--- src/rtl/prog_stream_loader_pkg.sv ---
`default_nettype none
// ============================================================================
// Module      : prog_stream_loader_pkg
// Description : Shared widths, default frame marker and FSM state encoding
//               for the program stream loader.
// Revision    : 1.0 - initial release
// ============================================================================
package prog_stream_loader_pkg;

    // Program memory geometry, shared with the loader and CPU
    localparam int         PROG_DATA_W       = 8;
    localparam int         PROG_ADDR_W       = 5;
    localparam int         PROG_DEPTH        = 32;
    localparam logic [7:0] DEFAULT_SYNC_BYTE = 8'hA5;

    typedef enum logic [2:0] {
        SYNC = 3'd0,
        LEN  = 3'd1,
        DATA = 3'd2,
        CSUM = 3'd3,
        DONE = 3'd4
    } state_t;

endpackage
`default_nettype wire

--- src/rtl/prog_stream_loader_if.sv ---
`default_nettype none
// ============================================================================
// Module      : prog_stream_loader_if
// Description : Byte stream handshake plus loader write bus and status flags.
// Revision    : 1.0 - initial release
// ============================================================================
interface prog_stream_loader_if #(
    parameter int DATA_W = prog_stream_loader_pkg::PROG_DATA_W,
    parameter int ADDR_W = prog_stream_loader_pkg::PROG_ADDR_W
);
    logic              in_valid;
    logic [DATA_W-1:0] in_data;
    logic              in_ready;
    logic [DATA_W-1:0] prog_data;
    logic [ADDR_W-1:0] prog_addr;
    logic              prog_write_enable;
    logic              start_execution;
    logic              busy;
    logic              error;

    modport master (
        output in_valid, in_data,
        input  in_ready, prog_data, prog_addr, prog_write_enable,
               start_execution, busy, error
    );

    modport slave (
        input  in_valid, in_data,
        output in_ready, prog_data, prog_addr, prog_write_enable,
               start_execution, busy, error
    );
endinterface
`default_nettype wire

--- src/rtl/prog_stream_loader.sv ---
`default_nettype none
// ============================================================================
// Module      : prog_stream_loader
// Description : Parses framed byte stream (sync, length, payload[, checksum])
//               into addressed program writes. Optional trailing checksum is
//               enabled by defining PROG_STREAM_CHECKSUM_EN.
// Revision    : 1.0 - initial release
// ============================================================================
module prog_stream_loader
    import prog_stream_loader_pkg::*;
#(
    parameter int                DATA_W    = PROG_DATA_W,
    parameter int                ADDR_W    = PROG_ADDR_W,
    parameter int                DEPTH     = PROG_DEPTH,
    parameter logic [DATA_W-1:0] SYNC_BYTE = DEFAULT_SYNC_BYTE
) (
    input  wire logic           clock,
    input  wire logic           reset,
    prog_stream_loader_if.slave bus
);

    localparam int                c_cnt_w = $clog2(DEPTH + 1);
    localparam logic [DATA_W-1:0] c_depth = DATA_W'(DEPTH);

    state_t              r_state, w_state_next;
    logic [ADDR_W-1:0]   r_addr, w_addr_next;
    logic [c_cnt_w-1:0]  r_remaining, w_remaining_next;
    logic [DATA_W-1:0]   r_prog_data, w_prog_data_next;
    logic [ADDR_W-1:0]   r_prog_addr, w_prog_addr_next;
    logic                r_write_enable, w_write_enable_next;
    logic                r_in_ready, w_in_ready_next;
    logic                r_start, w_start_next;
    logic                r_error, w_error_next;
    logic                r_busy, w_busy_next;
    logic                w_accept;
`ifdef PROG_STREAM_CHECKSUM_EN
    logic [DATA_W-1:0]   r_sum, w_sum_next;
`endif

    assign w_accept = bus.in_valid && r_in_ready;

    always_ff @(posedge clock or posedge reset) begin
        if (reset) begin
            r_state        <= SYNC;
            r_addr         <= '0;
            r_remaining    <= '0;
            r_prog_data    <= '0;
            r_prog_addr    <= '0;
            r_write_enable <= 1'b0;
            r_in_ready     <= 1'b1;
            r_start        <= 1'b0;
            r_error        <= 1'b0;
            r_busy         <= 1'b0;
`ifdef PROG_STREAM_CHECKSUM_EN
            r_sum          <= '0;
`endif
        end else begin
            r_state        <= w_state_next;
            r_addr         <= w_addr_next;
            r_remaining    <= w_remaining_next;
            r_prog_data    <= w_prog_data_next;
            r_prog_addr    <= w_prog_addr_next;
            r_write_enable <= w_write_enable_next;
            r_in_ready     <= w_in_ready_next;
            r_start        <= w_start_next;
            r_error        <= w_error_next;
            r_busy         <= w_busy_next;
`ifdef PROG_STREAM_CHECKSUM_EN
            r_sum          <= w_sum_next;
`endif
        end
    end

    always_comb begin
        w_state_next        = r_state;
        w_addr_next         = r_addr;
        w_remaining_next    = r_remaining;
        w_prog_data_next    = r_prog_data;
        w_prog_addr_next    = r_prog_addr;
        w_write_enable_next = 1'b0;
        w_start_next        = r_start;
        w_error_next        = r_error;
`ifdef PROG_STREAM_CHECKSUM_EN
        w_sum_next          = r_sum;
`endif

        case (r_state)
            SYNC, DONE: begin
                if (w_accept && (bus.in_data == SYNC_BYTE)) begin
                    w_state_next = LEN;
                    w_error_next = 1'b0;
                    w_start_next = 1'b0;
                end
            end

            LEN: begin
                if (w_accept) begin
                    if ((bus.in_data != '0) && (bus.in_data <= c_depth)) begin
                        w_state_next     = DATA;
                        w_remaining_next = c_cnt_w'(bus.in_data);
                        w_addr_next      = '0;
`ifdef PROG_STREAM_CHECKSUM_EN
                        w_sum_next       = '0;
`endif
                    end else begin
                        w_state_next = SYNC;
                        w_error_next = 1'b1;
                    end
                end
            end

            DATA: begin
                if (w_accept) begin
                    w_prog_data_next    = bus.in_data;
                    w_prog_addr_next    = r_addr;
                    w_write_enable_next = 1'b1;
                    w_addr_next         = r_addr + 1'b1;
                    w_remaining_next    = r_remaining - 1'b1;
`ifdef PROG_STREAM_CHECKSUM_EN
                    w_sum_next          = r_sum + bus.in_data;
                    if (r_remaining == c_cnt_w'(1)) begin
                        w_state_next = CSUM;
                    end
`else
                    if (r_remaining == c_cnt_w'(1)) begin
                        w_state_next = DONE;
                        w_start_next = 1'b1;
                    end
`endif
                end
            end

`ifdef PROG_STREAM_CHECKSUM_EN
            CSUM: begin
                if (w_accept) begin
                    if (bus.in_data == r_sum) begin
                        w_state_next = DONE;
                        w_start_next = 1'b1;
                    end else begin
                        w_state_next = SYNC;
                        w_error_next = 1'b1;
                    end
                end
            end
`endif

            default: begin
                w_state_next = SYNC;
            end
        endcase

        // Blocking the stream during each strobe forces an idle cycle between writes
        w_in_ready_next = !w_write_enable_next;
        w_busy_next     = (w_state_next == LEN) || (w_state_next == DATA) ||
                          (w_state_next == CSUM);
    end

    assign bus.in_ready          = r_in_ready;
    assign bus.prog_data         = r_prog_data;
    assign bus.prog_addr         = r_prog_addr;
    assign bus.prog_write_enable = r_write_enable;
    assign bus.start_execution   = r_start;
    assign bus.busy              = r_busy;
    assign bus.error             = r_error;

endmodule
`default_nettype wire

--- src/flat_wrapper.sv ---
// flat-port wrapper written by rule: the top's interface ports become plain ports
module prog_stream_loader_flat import prog_stream_loader_pkg::*;
#(
    parameter int                DATA_W    = PROG_DATA_W,
    parameter int                ADDR_W    = PROG_ADDR_W,
    parameter int                DEPTH     = PROG_DEPTH,
    parameter logic [DATA_W-1:0] SYNC_BYTE = DEFAULT_SYNC_BYTE
)
  (clock, reset, bus_in_valid, bus_in_data, bus_in_ready, bus_prog_data, bus_prog_addr, bus_prog_write_enable, bus_start_execution, bus_busy, bus_error);
  prog_stream_loader_if #(.DATA_W(DATA_W), .ADDR_W(ADDR_W)) bus_i ();
  input  wire logic clock;
  input  wire logic reset;
  input wire logic [$bits(bus_i.in_valid)-1:0] bus_in_valid;
  input wire logic [$bits(bus_i.in_data)-1:0] bus_in_data;
  output wire logic [$bits(bus_i.in_ready)-1:0] bus_in_ready;
  output wire logic [$bits(bus_i.prog_data)-1:0] bus_prog_data;
  output wire logic [$bits(bus_i.prog_addr)-1:0] bus_prog_addr;
  output wire logic [$bits(bus_i.prog_write_enable)-1:0] bus_prog_write_enable;
  output wire logic [$bits(bus_i.start_execution)-1:0] bus_start_execution;
  output wire logic [$bits(bus_i.busy)-1:0] bus_busy;
  output wire logic [$bits(bus_i.error)-1:0] bus_error;
  assign bus_i.in_valid = bus_in_valid;
  assign bus_i.in_data = bus_in_data;
  assign bus_in_ready = bus_i.in_ready;
  assign bus_prog_data = bus_i.prog_data;
  assign bus_prog_addr = bus_i.prog_addr;
  assign bus_prog_write_enable = bus_i.prog_write_enable;
  assign bus_start_execution = bus_i.start_execution;
  assign bus_busy = bus_i.busy;
  assign bus_error = bus_i.error;
  prog_stream_loader #(.DATA_W(DATA_W), .ADDR_W(ADDR_W), .DEPTH(DEPTH), .SYNC_BYTE(SYNC_BYTE)) u_core (.clock(clock), .reset(reset), .bus(bus_i));
endmodule
--- config.mk ---
export PLATFORM = sky130hd
export DESIGN_NAME = prog_stream_loader_flat
export DESIGN_NICKNAME = d
export VERILOG_FILES = /design/src/rtl/prog_stream_loader_pkg.sv /design/src/rtl/prog_stream_loader_if.sv /design/src/rtl/prog_stream_loader.sv /design/src/flat_wrapper.sv
export SDC_FILE = /design/constraint.sdc
export NUM_CORES = 1
export LEC_CHECK = 0
export BUFFER_PORTS_ARGS = -buffer_cell sky130_fd_sc_hd__buf_2
export CAP_MARGIN = 40
export CORE_MARGIN = 2
export CORE_UTILIZATION = 44
export DETAILED_ROUTE_END_ITERATION = 12
export GPL_TIMING_DRIVEN = 0
export PLACE_DENSITY = 0.77
export SYNTH_ARGS = -nofsm -noshare
export SYNTH_HDL_FRONTEND = slang
export SYNTH_SLANG_ARGS = --single-unit
--- constraint.sdc ---
create_clock -name clock -period 1.97 [get_ports clock]
set_input_delay 0.197 -clock clock [delete_from_list [all_inputs] [get_ports clock]]
set_output_delay 0.197 -clock clock [all_outputs]
set_load 0.02 [all_outputs]
## Word level (Yosys, flattened, before mapping)

Cells that the tools add are included.

| storage, ports and cells | value |
|---|---|
| flip-flop bits (word level) | 32 |
| input bits | 11 |
| output and inout bits | 18 |

| operators by class | value |
|---|---|
| add/subtract/negate cells | 2 |
| $lt $le $gt $ge | 1 |
| equality and inequality tests | 14 |
| multiplexer cells | 23 |
| reductions and logical operators | 16 |

Operators by type and width:

| cell | count |
|---|---|
| 6-bit two-way mux | 3 |
| 5-bit two-way mux | 3 |
| 3-bit two-way mux | 4 |
| 6-bit case mux with 2 select lines | 1 |
| 4-bit AND reduction | 3 |
| 2-bit by 1-bit != test with 1-bit output (second input constant) | 5 |
| 5-bit case mux with 2 select lines | 1 |
| 3-bit by 2-bit equality test with 1-bit output (second input constant) | 3 |
| 3-bit case mux with 3 select lines | 1 |
| 8-bit equality test (second input constant) | 1 |
| 8-bit by 6-bit less-or-equal comparator with 1-bit output (second input constant) | 1 |
| 8-bit nonzero test | 1 |
| 1-bit two-way mux | 7 |
| 3-bit by 1-bit equality test with 1-bit output (second input constant) | 2 |
| 6-bit by 1-bit equality test with 1-bit output (second input constant) | 1 |
| 2-bit nonzero test | 3 |
| 6-bit by 1-bit subtractor with 6-bit output (second input constant) | 1 |
| 5-bit by 1-bit adder with 5-bit output (second input constant) | 1 |
| 1-bit case mux with 2 select lines | 2 |
| 3-bit equality test (second input constant) | 1 |
| 1-bit logical AND | 3 |
| 3-bit logical NOT | 1 |
| 1-bit logical OR | 2 |
| 2-bit two-way mux | 1 |
| other kinds (4) | 4 |

## Longest topological paths before layout

| depth | value |
|---|---|
| depth after elaboration | 8 |
| depth in mapped cells | 7 |
| mapped depth without buffers | 6 |

## Worst setup path before layout

OpenSTA, ideal clock, no wires.

| timing | value |
|---|---|
| path kind | reg2reg |
| start point | register u_core.r_in_ready (netlist: u_core.bus.in_ready) |
| end point | register u_core.r_remaining[2] |
| library setup time | 0.094 ns |
| data arrival time | 1.776 ns |
| slack | 0.100 ns |
| stages on the path, launching flop included | 8 |
| buffers on the path | 2 |
| path through | dfstp_2 -> nand2_1 -> or3_1 -> clkbuf_1 -> inv_1 -> buf_2 -> nor3_1 -> a211oi_1 |

| on the way | value |
|---|---|
| longest elaborated chain between the ends | 3 |
| elaborated cells between the ends (all ways) | 4 |
| those cells by class | eq/ne: 2; reduce/logical: 2 |

Ends and longest elaborated chain:

| item | RTL line | source |
|---|---|---|
| start, declared | prog_stream_loader.sv:31 | `logic r_in_ready, w_in_ready_next;` |
| start signal, assigned | prog_stream_loader.sv:64 | `r_in_ready <= w_in_ready_next;` |
| 1-bit logical AND (*) | prog_stream_loader.sv:40 | `assign w_accept = bus.in_valid && r_in_ready;` |
| 2-bit by 1-bit != test with 1-bit output (no line) | -- |  |
| 4-bit AND reduction (no line) (*) | -- |  |
| end signal, assigned | prog_stream_loader.sv:60 | `r_remaining <= w_remaining_next;` |
| end, declared | prog_stream_loader.sv:27 | `logic [c_cnt_w-1:0] r_remaining, w_remaining_next;` |

Every way passes the cells marked *; elsewhere a longest branch is shown, timed or not.
A chain may end at the register's enable or synchronous reset.

## Final worst setup path

| timing | value |
|---|---|
| start point | register u_core.r_in_ready (netlist: u_core.bus.in_ready) |
| end point | register u_core.r_remaining[4] |

Same word-level chain as after synthesis.

==> results list <==
- The detail route stage leaves a number of antenna-violating nets equal to 0.
* Antenna diode instance count: 0
- Share of total power in combinational logic: 0.048
- Largest incremental delay on the critical path: 600 ps
- Remaining global-route overflow: 0
* Post-CTS setup buffer count: 0
- The share of synthesized area in the top cell type comes to 0.5236.
* Placer congestion estimate: 0.8017
* Avg Synthesized Cell Area: 9.201 um^2
- Post-detail-place hpwl: 2277 um
- IR analysis of the VDD net gives a maximum drop of 0.3833 mV.
- Largest net degree at the start of global routing: 18
- The initial antenna violation count is 0.
* Number of pins with negative max-slew slack in the final report: 0
- After clock tree synthesis, the clock-pin slew on the worst setup and hold paths is 100 ps.
- Overall routing resource usage: 0.1842
- By startpoint and endpoint, the worst setup path is classified as flip-flop to flip-flop.
- Register area share after synthesis: 0.5414
* Most common cell in the synthesized netlist: nand2_1
* Site Rows: 21
- The completed layout was analyzed and its total power is 1.107 mW.
- For this configuration, the core starts out at a cell density of 0.4510.
* Category of the worst setup path capture point: flip-flop
- P_sw: 250.3 uW
- CTS built an H-tree with a depth of 2.
* Unrepaired setup endpoints after global routing: false
- Cell chosen for the clock root: clkbuf_4
- Leakage power: 0.9462 nW
- The clock reaches the later pin of the worst-skew pair after 330 ps.
- Synth-to-layout area growth: 20.27%
* Total power per unit cell area: 621.2 nW/um^2
- Clock tree synthesis found a total of 32 sinks.
* I/O pin total: 29
* Post-synth EDFFs: 0
- DRT Pass-1 Iters: 4
- Fraction of final layout cells with drive strength greater than 1: 0.2273
- Counting flops with an async set or reset pin after synthesis yields a share of 1.000.
- Of the total power, the clock network draws 0.350.
- The synthesized netlist occupies a cell area of 1481 um^2.
- Of the total power, registers draw 0.602.
- Synthesis produced a netlist whose cell count is 161.
- Share of the clock period used by the worst path after layout: 0.9394
- Relative max-transition margin: 0.5470
* Area occupied by multi-input gates: 645.6 um^2
* Class of the tightest hold or removal check: input port to flip-flop
- Across all layers, the routed design uses 1274 vias.
* Final-stage net count: 211
* Crit-path max FO: 8
- Maximum clock frequency: 540.4 MHz
- Synthesis instantiated 36 different standard cells from the library.
- Final Hold Slack: 78.11 ps
- In the routed design, unresolved DRC markers number 0.
- In this run, synthesis produced a sequential element count of 32.
- The via count of the first global-routing pass was 1124.
- Sorting the synthesized cells by how often they occur yields nand2_1, dfrtp_1, nor2_1, o21ai_0, nor3_1.
* First-pass GRT wire length: 5037 um
* CTS buffer count: 5
- In the synthesized netlist the dominant register cell turns out to be dfrtp_1.
* Fin Clk Skew: 8.188 ps
* Clock tree buffer depth: 2
- In the final routed layout, each cell accounts on average for 12.67 um.
- For the pin with the worst max-slew slack, the measured transition is 678.8 ps.
- By area the synthesized netlist is led by dfrtp_1, nand2_1, ha_1.
* Period minus WS final: 1851 ps
* Slowest stage cell on the critical path: dfstp_2
* Post-detailed-route via-to-cell ratio: 5.221
* Reported max-cap violation count: 0
- Of the total power, the share spent switching nets is 0.2262.
* Critical path required time: 2200 ps
- Internal power component: 856.4 uW
* Die span in y: 62.03 um
- After filler insertion, the fill cell instance count of the layout stands at 322.
- After the first detailed-routing iteration, the DRC count stood at 92.
- Input and output buffers added on the ports amount to 28.
- Die W: 62.03 um
* CP Data Arrival Time: 2080 ps
- TritonCTS built the clock tree.
* Area used by sequential logic in the layout: 802.0 um^2
- The biggest area contributor in the post-synthesis netlist is dfrtp_1.
* Die footprint: 3847 um^2
- The flow ran to the end, and the final reports show no timing, DRC or antenna violations.
* Final Hold Viols: 0
* Cells traversed along the worst timing path: nand2_2 -> nor4b_4 -> nand4bb_1 -> buf_2 -> and3_1 -> a221o_1
- Type of origin of the critical path: flip-flop
- Final number of setup-violating endpoints: 0
- The core region is 3284 um^2.
- Routed Wire Length: 3092 um
* Warnings, synthesis: 0
* Synthesized net count: 175
==> critical path: cells and delay by family (launching register included) <==
kind	cells	cell delay, ps
flip-flops	1	600
AO/OA/AOI/OAI	1	250
buffers and inverters	1	190
AND/OR/NAND/NOR	4	700
==> layer usage <==
metal	part of all wire	track usage	routed length [um]	up-vias
li1	-	-	-	629
met1	0.45	0.2516	1403	612
met2	0.48	0.2723	1475	28
met3	0.056	0.06211	173	5
met4	0.013	0.06687	40	0
met5	0	0	0	-
==> cell usage in the layout (no fill, tap or decap), types with 3 or more instances in the layout <==
cell type | netlist | layout
ha_1 | 3 | 3
nand4_1 | 3 | 3
clkbuf_1 | 3 | 4
a21oi_1 | 4 | 4
nand3_1 | 4 | 4
buf_2 | 3 | 30
o21ai_0 | 7 | 7
nor2_1 | 9 | 9
dfrtp_1 | 31 | 31
nor3_1 | 5 | 5
inv_1 | 4 | 3
nand2_1 | 55 | 54
clkbuf_4 | 0 | 5
==> flip-flops by register name (all words and copies together) (netlist names) <==
signal,flops
u_core.bus.prog_addr,5
u_core.bus.prog_write_enable,1
u_core.bus.busy,1
u_core.bus.start_execution,1
u_core.r_addr,5
u_core.bus.error,1
u_core.r_remaining,6
u_core.bus.prog_data,8
u_core.bus.in_ready,1
u_core.r_state,3
==> layout make-up <==
cell class	count	share of cell area
plain buffers	5	0.01404
inverters	4	0.008427
repair buffers	30	0.09972
clock buffers	8	0.03301
flip-flops and latches	32	0.4501
well taps	46	0.03230
multi-input cells	119	0.3624
==> path summary, 6_finish.rpt <==
path | start | end | depth (start not counted) | slack (ps)
max in group asynchronous | reset | u_core.bus.in_ready | 4 | 870
min in group asynchronous | reset | u_core.r_addr[2] | 3 | 500
min | bus_in_data[4] | u_core.bus.prog_data[4] | 3 | 80
min reg2reg | u_core.bus.prog_data[1] | u_core.bus.prog_data[1] | 2 | 480
max | u_core.bus.in_ready | u_core.r_remaining[4] | 6 | 120
max reg2reg | u_core.bus.in_ready | u_core.r_remaining[4] | 6 | 120
==> metrics by stage <==
stage | worst slack [ps] | cell area (um^2) | setup TNS, ps | utilization | cells
finish | 119.4 | 1782 | 0 | 0.5425 | 244
floorplan | 99.96 | 1481 | 0 | - | 161
detailed placement | -118.6 | 1707 | -322.2 | 0.5196 | 236
global route | 0.5524 | 1782 | 0 | 0.5425 | 244
global placement | -87.12 | 1679 | -267.9 | 0.5112 | 235
CTS | 31.44 | 1774 | 0 | 0.5402 | 244
==> cell families (layout without fill, tap and decap cells) <==
logic type / after synthesis / in the layout / synth area share
AO/OA/AOI/OAI: 27 / 27 / 0.1191
multiplexers: 2 / 2 / 0.01436
flip-flops: 32 / 32 / 0.5414
AND/OR/NAND/NOR: 87 / 87 / 0.2720
buffers and inverters: 10 / 47 / 0.02787
adder cells (fa/ha/maj): 3 / 3 / 0.02534
==> timing repair <==
action,4_1_cts,5_1_grt
endpoints found under the setup margin,5,14
endpoints found under the hold margin,15,0
gates resized for setup,2,2
hold buffers,1,0
pin swaps,0,0
==> power groups by stage <==
stage                     sequential (mW)  clock, mW  combinational [mW]
after floorplan                     0.677          0              0.0212
after global placement              0.678          0              0.0457
after detailed placement            0.678          0              0.0525
after CTS                           0.666      0.400              0.0540
after global routing                0.667      0.425              0.0613
final                               0.666      0.387              0.0537
Note: power is estimated with default switching activity, not from simulation.
